==> src/rtl/usb_packet_receiver.sv <==
// usb_packet_receiver
// Recovers bit timing from the D+/D- pair and decodes line transitions into bits.
// A transition is a 1 and no transition is a 0. Bit unstuffing is not done.
// The SYNC, PID, CRC5, CRC16 and data fields are shifted in MSB first. Each field
// is loaded into its output register when its last bit arrives.
//
// state    | meaning
// ---------+-----------------------------------------------------------------
// S_IDLE   | bus idle (J); the first K sample is SYNC bit 7
// S_SYNC   | collecting the remaining 7 SYNC bits
// S_PID    | collecting 8 PID bits, then branch on PID type and check
// S_CRC5   | collecting 5 token CRC bits
// S_CRC16  | collecting 16 data-packet CRC bits
// S_DATA   | collecting 64 payload bits
// S_EOP    | ignoring bits until an SE0 sample
// S_EOP_J  | SE0 seen (EOP or abort); waiting for a J sample to go idle

module usb_packet_receiver #(
    parameter int CLKS_PER_BIT = 8
) (
    input  logic        clk,
    input  logic        rst,
    input  logic        d_plus,
    input  logic        d_minus,
    output logic [7:0]  rcv_sync,
    output logic [7:0]  rcv_pid,
    output logic [4:0]  rcv_crc5,
    output logic [15:0] rcv_crc16,
    output logic [63:0] rcv_data
);

    // The phase timer counts down from CLKS_PER_BIT-1. Down-count value CLKS_PER_BIT/2
    // is the same moment as up-count value CLKS_PER_BIT/2-1 after a line edge.
    localparam int PW = (CLKS_PER_BIT > 2) ? $clog2(CLKS_PER_BIT) : 1;
    localparam logic [PW-1:0] PH_RELOAD = PW'(CLKS_PER_BIT - 1);
    localparam logic [PW-1:0] PH_SAMPLE = PW'(CLKS_PER_BIT / 2);

    // Bits-left values are loaded as (remaining bits - 1); the field completes at 0.
    // The first SYNC bit is consumed in IDLE, so 7 SYNC bits remain after it.
    localparam logic [5:0] BL_SYNC  = 6'd6;
    localparam logic [5:0] BL_PID   = 6'd7;
    localparam logic [5:0] BL_CRC5  = 6'd4;
    localparam logic [5:0] BL_CRC16 = 6'd15;
    localparam logic [5:0] BL_DATA  = 6'd63;

    typedef enum logic [1:0] {
        LINE_J   = 2'd0,
        LINE_K   = 2'd1,
        LINE_SE0 = 2'd2
    } line_t;

    typedef enum logic [2:0] {
        S_IDLE  = 3'd0,
        S_SYNC  = 3'd1,
        S_PID   = 3'd2,
        S_CRC5  = 3'd3,
        S_CRC16 = 3'd4,
        S_DATA  = 3'd5,
        S_EOP   = 3'd6,
        S_EOP_J = 3'd7
    } state_t;

    logic          r_dp_meta;
    logic          r_dp_sync;
    logic          r_dm_meta;
    logic          r_dm_sync;

    line_t         w_line;
    line_t         r_line_prev;
    line_t         r_ref;
    line_t         w_ref;
    logic          w_edge;
    logic          w_sample;
    logic          w_bit;
    logic [PW-1:0] r_phase;

    logic [62:0]   r_shift;
    logic [63:0]   w_field;
    logic          w_pid_ok;
    logic [5:0]    r_bits_left;
    logic [5:0]    w_bits_value;
    logic          w_bits_load;
    logic          w_shift_en;

    logic          w_load_sync;
    logic          w_load_pid;
    logic          w_load_crc5;
    logic          w_load_crc16;
    logic          w_load_data;

    state_t        r_state;
    state_t        w_state_next;

    // Two-flop synchronizers on both bus pins, parked at J in reset
    always_ff @(posedge clk or posedge rst) begin
        if (rst) begin
            r_dp_meta <= 1'b1;
            r_dp_sync <= 1'b1;
            r_dm_meta <= 1'b0;
            r_dm_sync <= 1'b0;
        end else begin
            r_dp_meta <= d_plus;
            r_dp_sync <= r_dp_meta;
            r_dm_meta <= d_minus;
            r_dm_sync <= r_dm_meta;
        end
    end

    // Classify the synchronized pair; (1,1) is treated as J
    always_comb begin
        w_line = LINE_J;
        if (!r_dp_sync && !r_dm_sync) begin
            w_line = LINE_SE0;
        end else if (!r_dp_sync && r_dm_sync) begin
            w_line = LINE_K;
        end
    end

    // An edge in the sample cycle suppresses that sample and re-phases the timer
    assign w_edge   = (w_line != r_line_prev);
    assign w_sample = !w_edge && (r_phase == PH_SAMPLE);

    // In IDLE the reference is always J, so the first K decodes as a 1
    assign w_ref    = (r_state == S_IDLE) ? LINE_J : r_ref;
    assign w_bit    = (w_line != w_ref);
    assign w_field  = {r_shift, w_bit};
    assign w_pid_ok = (w_field[3:0] == ~w_field[7:4]);

    // Bit-phase timer: reload on every line change, otherwise count down and wrap
    always_ff @(posedge clk or posedge rst) begin
        if (rst) begin
            r_line_prev <= LINE_J;
            r_phase     <= PH_RELOAD;
        end else begin
            r_line_prev <= w_line;
            if (w_edge || (r_phase == '0)) begin
                r_phase <= PH_RELOAD;
            end else begin
                r_phase <= r_phase - PW'(1);
            end
        end
    end

    // Remember the line state of the last sampled bit for transition decode
    always_ff @(posedge clk or posedge rst) begin
        if (rst) begin
            r_ref <= LINE_J;
        end else if (w_sample) begin
            r_ref <= w_line;
        end
    end

    // FSM state register
    always_ff @(posedge clk or posedge rst) begin
        if (rst) begin
            r_state <= S_IDLE;
        end else begin
            r_state <= w_state_next;
        end
    end

    // FSM next state, field load strobes and bit-counter reloads
    always_comb begin
        w_state_next = r_state;
        w_shift_en   = 1'b0;
        w_bits_load  = 1'b0;
        w_bits_value = 6'd0;
        w_load_sync  = 1'b0;
        w_load_pid   = 1'b0;
        w_load_crc5  = 1'b0;
        w_load_crc16 = 1'b0;
        w_load_data  = 1'b0;

        if (w_sample) begin
            if ((r_state != S_IDLE) && (w_line == LINE_SE0)) begin
                // SE0 ends the packet and discards any partial field
                w_state_next = S_EOP_J;
            end else begin
                case (r_state)
                    S_IDLE: begin
                        if (w_line == LINE_K) begin
                            w_shift_en   = 1'b1;
                            w_bits_load  = 1'b1;
                            w_bits_value = BL_SYNC;
                            w_state_next = S_SYNC;
                        end
                    end
                    S_SYNC: begin
                        w_shift_en = 1'b1;
                        if (r_bits_left == 6'd0) begin
                            w_load_sync  = 1'b1;
                            w_bits_load  = 1'b1;
                            w_bits_value = BL_PID;
                            w_state_next = S_PID;
                        end
                    end
                    S_PID: begin
                        w_shift_en = 1'b1;
                        if (r_bits_left == 6'd0) begin
                            w_load_pid   = 1'b1;
                            w_state_next = S_EOP;
                            if (w_pid_ok && (w_field[5:4] == 2'b01)) begin
                                w_bits_load  = 1'b1;
                                w_bits_value = BL_CRC5;
                                w_state_next = S_CRC5;
                            end else if (w_pid_ok && (w_field[5:4] == 2'b11)) begin
                                w_bits_load  = 1'b1;
                                w_bits_value = BL_CRC16;
                                w_state_next = S_CRC16;
                            end
                        end
                    end
                    S_CRC5: begin
                        w_shift_en = 1'b1;
                        if (r_bits_left == 6'd0) begin
                            w_load_crc5  = 1'b1;
                            w_state_next = S_EOP;
                        end
                    end
                    S_CRC16: begin
                        w_shift_en = 1'b1;
                        if (r_bits_left == 6'd0) begin
                            w_load_crc16 = 1'b1;
                            w_bits_load  = 1'b1;
                            w_bits_value = BL_DATA;
                            w_state_next = S_DATA;
                        end
                    end
                    S_DATA: begin
                        w_shift_en = 1'b1;
                        if (r_bits_left == 6'd0) begin
                            w_load_data  = 1'b1;
                            w_state_next = S_EOP;
                        end
                    end
                    S_EOP: begin
                    end
                    S_EOP_J: begin
                        if (w_line == LINE_J) begin
                            w_state_next = S_IDLE;
                        end
                    end
                    default: begin
                        w_state_next = S_IDLE;
                    end
                endcase
            end
        end
    end

    // Field shift register and bits-left down-counter
    always_ff @(posedge clk or posedge rst) begin
        if (rst) begin
            r_shift     <= '0;
            r_bits_left <= 6'd0;
        end else begin
            if (w_shift_en) begin
                r_shift <= w_field[62:0];
            end
            if (w_bits_load) begin
                r_bits_left <= w_bits_value;
            end else if (w_shift_en && (r_bits_left != 6'd0)) begin
                r_bits_left <= r_bits_left - 6'd1;
            end
        end
    end

    // Output registers; each one holds until its own field completes again
    always_ff @(posedge clk or posedge rst) begin
        if (rst) begin
            rcv_sync  <= '0;
            rcv_pid   <= '0;
            rcv_crc5  <= '0;
            rcv_crc16 <= '0;
            rcv_data  <= '0;
        end else begin
            if (w_load_sync) begin
                rcv_sync <= w_field[7:0];
            end
            if (w_load_pid) begin
                rcv_pid <= w_field[7:0];
            end
            if (w_load_crc5) begin
                rcv_crc5 <= w_field[4:0];
            end
            if (w_load_crc16) begin
                rcv_crc16 <= w_field[15:0];
            end
            if (w_load_data) begin
                rcv_data <= w_field;
            end
        end
    end

endmodule

==> config.mk <==
export PLATFORM = sky130hd
export DESIGN_NAME = usb_packet_receiver
export DESIGN_NICKNAME = d
export VERILOG_FILES = /design/src/rtl/usb_packet_receiver.sv
export SDC_FILE = /design/constraint.sdc
export NUM_CORES = 1
export LEC_CHECK = 0
export CAP_MARGIN = 20
export CORE_MARGIN = 5
export CORE_UTILIZATION = 55
export CTS_CLUSTER_SIZE = 16
export DETAILED_ROUTE_END_ITERATION = 7
export PLACE_DENSITY_LB_ADDON = 0.3
export SYNTH_ARGS = -nofsm -noshare
export SYNTH_HDL_FRONTEND = slang
export SYNTH_SLANG_ARGS = --single-unit
==> constraint.sdc <==
create_clock -name clk -period 7.5 [get_ports clk]
set_input_delay 1.125 -clock clk [delete_from_list [all_inputs] [get_ports clk]]
set_output_delay 1.125 -clock clk [all_outputs]
set_load 0.02 [all_outputs]
==> flow_summary.toml <==
[run_status]
status = "finished, final reports clean"

[synthesis]
syn_inst = 544
ys_seq_area_share_pct = 60.7
synth_seq_cells = 184
ys.flop_type = "dfrtp_1"
async_reset_ff_share_pct = 100
synth_nets = 551
yosysWarnings = 0
synth-edff-count = 0
syn_area_um2 = 7600
syn_area_per_cell_um2 = 14.0
synth.distinct_cells = 57

[timing]
tns_ns = 0
rsz0062_at_grt = "false"
period_share_pct = 42.4
skew_ns = 0.00811
maxSlewHeadroom_pct = 45.5
finalSetupViolCount = 0
slew_viol_final = 0
worst_pin_slew_ns = 0.815
fmaxAchievable_mhz = 315
post-route-min-period_ns = 3.18
finalHoldViolCount = 0

[clocking]
clock-sinks = 184
cts_resized = 0
cts.clk_slew.worst_paths_ns = 0.07
htree_levels = 4
numCtsBuffers = 17
ctsHoldBuffers = 0
cts_buffer_depth = 2
clockRootBuffer = "clkbuf_16"
clkLatencyLatePin_ns = 0.42
tritoncts = "done"
cts_setup_buffers = 0

[global_routing]
grt-ovfl-total = 0
grt_pass1_wl_um = 25300
grt_max_degree = 96
antenna_found_initial = 0
grt_usage_pct = 19.7
grt_pass1_vias = 4789

[floorplan]
fp.dieW_um = 128
core_um2 = 13700
start_util_pct = 55.4
die_h_um = 128
die_area_um2 = 16300
io_pins = 105
rows = 43

[setup_path]
reg2reg_slack_ns = 4.32
critPathLaunchType = "register"
cp.arrival_ns = 3.49
path_cells = "inv_1, ha_1, or3b_1, nor2_1, and4_2, buf_4, mux2_2"
critPathKind = "reg2reg"
slowest_delay_ns = 0.74
critPathTopFamily = "simple AND/OR/NAND/NOR gates"
r2r-start = "r_bits_left[0]"
end_kind = "register"
cp_num_buf_inv = 2
worstPathMaxFanout = 38
required_ns = 7.81
r2r_end = "rcv_data[62]"
ff2ff_path_depth = 7
cp_slowest_cell = "and4_2"

[detailed_routing]
drc = 0
drt_wl_total_um = 14900
detail-route-antenna-nets = 0
drt-pass1-iter-count = 4
num_vias = 4527
drt_iter0_drc = 204
drt-vias-per-instance = 5.43
wire_per_inst_um = 17.9

[finish]
diodes = 0
drive_gt1_share_pct = 20.1
layout.nets = 649
syn_to_final_growth_pct = 22.4
fillers = 999
stdcell_count = 833
final_cell_mix = "dfrtp_1 (179), clkdlybuf4s50_1 (104), mux2_2 (78), mux2_1 (70), nand2_1 (61)"
layout_commonest_cell = "dfrtp_1"

[power_and_ir_drop]
p_leak_uw = 0.00464
peakVddDrop_mv = 0.142
power.density_nw_per_um2 = 238

[hold_path]
holdPathEnd = "r_dm_sync"
whs_path_depth = 0
holdCritPathClass = "reg2reg"
min_from = "r_dm_meta"

[place]
numPortBuffers = 104
gp_congestion = 0.872
dp_hpwl_um = 9840
place_inst = 802

[flow_run]
cap_violations = 0
[cells by family (layout without fill, tap and decap cells)]
family	Yosys count	after routing	share of synthesized area (%)
AOI/OAI and AO/OA	43	43	4.48
xor gates and xnor gates	9	9	1.04
adders and majority gates	4	4	0.626
buffers and inverters	41	150	3.39
DFF	184	184	60.7
muxes	151	151	22.3
and+or+nand+nor	112	112	7.46
[power breakdown]
group          internal [uW]  total, uW  switching [uW]  leakage [uW]
sequential              1020       1070            42.6       0.00254
clock                    531        903             372      0.000287
combinational           92.2        250             158       0.00181
[metal layers]
layer  share of wire, %  vias to the layer above  wire length (um)  global-route usage, %
li1                   -                     2098                 -                      -
met1                 43                     2289              6450                   25.7
met2                 49                      115              7310                   31.6
met3                5.4                       25               801                   5.35
met4                2.1                        0               315                   7.63
met5                  0                        -                 0                      0
[how the worst max path moves through the flow]
stage | start | end | cells after the start
floorplan | rst | r_bits_left[0] | 1
global placement | rst | rcv_data[12] | 3
detailed placement | rst | rcv_data[13] | 3
CTS | r_bits_left[0] | rcv_data[62] | 7
global route | r_bits_left[0] | rcv_data[28] | 7
finish | r_bits_left[0] | rcv_data[62] | 7
[worst reg2reg max path, cell delays in order, from the launching register on]
cell     delay, ns
dfrtp_1       0.38
inv_1         0.09
ha_1          0.18
or3b_1        0.40
nor2_1        0.28
and4_2        0.74
buf_4         0.59
mux2_2        0.40
[metrics by stage]
| step | setup slack [ns] | total power [uW] | hold WS (ns) | util [%] | instance area (um2) |
|---|---|---|---|---|---|
| 6_report | 4.32 | 2220 | 0.353 | 67.8 | 9300 |
| 5_1_grt | 4.10 | 2310 | 0.361 | 67.8 | 9300 |
| 4_1_cts | 4.32 | 2230 | 0.355 | 67.6 | 9280 |
| 3_5_place_dp | 4.07 | 1330 | 0.340 | 63.3 | 8680 |
| 3_3_place_gp | 4.14 | 1320 | 0.339 | 63.3 | 8680 |
| 2_1_floorplan | 1.38 | 1270 | 0.331 | - | 7600 |
[cell usage after synthesis (2+ instances only)]
library cell | instances | area [um2]
and4_1 | 4 | 35.0
or2_2 | 2 | 12.5
inv_1 | 11 | 41.3
nor3_1 | 2 | 10.0
o21ai_0 | 9 | 45.0
dfrtp_1 | 179 | 4480
a31oi_1 | 2 | 12.5
nand4_1 | 5 | 31.3
o311a_1 | 3 | 30.0
a21oi_1 | 8 | 40.0
ha_1 | 3 | 37.5
nand2b_1 | 2 | 12.5
o31ai_1 | 2 | 15.0
o211ai_1 | 2 | 15.0
and3_1 | 3 | 18.8
clkbuf_1 | 6 | 22.5
buf_4 | 5 | 37.5
mux2i_1 | 3 | 30.0
xor2_1 | 6 | 52.6
mux2_1 | 70 | 788
buf_6 | 10 | 113
a211oi_1 | 4 | 30.0
dfstp_2 | 5 | 131
nor3b_1 | 2 | 15.0
xnor2_1 | 3 | 26.3
buf_2 | 7 | 35.0
nor2_1 | 11 | 41.3
nand2_1 | 62 | 233
and2_1 | 4 | 25.0
mux2_2 | 78 | 878
nand3_1 | 3 | 15.0
nor2b_1 | 3 | 18.8
[state kept, by name (all words and copies together), names as in the netlist]
register	cells
r_shift	63
r_dp_meta	1
r_dm_sync	1
r_line_prev	2
r_bits_left	6
r_state	3
r_dp_sync	1
rcv_pid	8
rcv_crc5	5
rcv_data	64
rcv_crc16	16
rcv_sync	8
r_dm_meta	1
r_ref	2
r_phase	3
[cell type report]
class / count / area [um2] / area share [%]
repair buffers: 108 / 1090 / 11.7
clock inverters: 11 / 149 / 1.60
clock buffers: 19 / 443 / 4.76
multi-input cells: 319 / 2730 / 29.4
inverters: 12 / 50.0 / 0.538
flip-flops and latches: 184 / 4610 / 49.6
well taps: 180 / 225 / 2.42
Power figures use the tool's default switching activity.
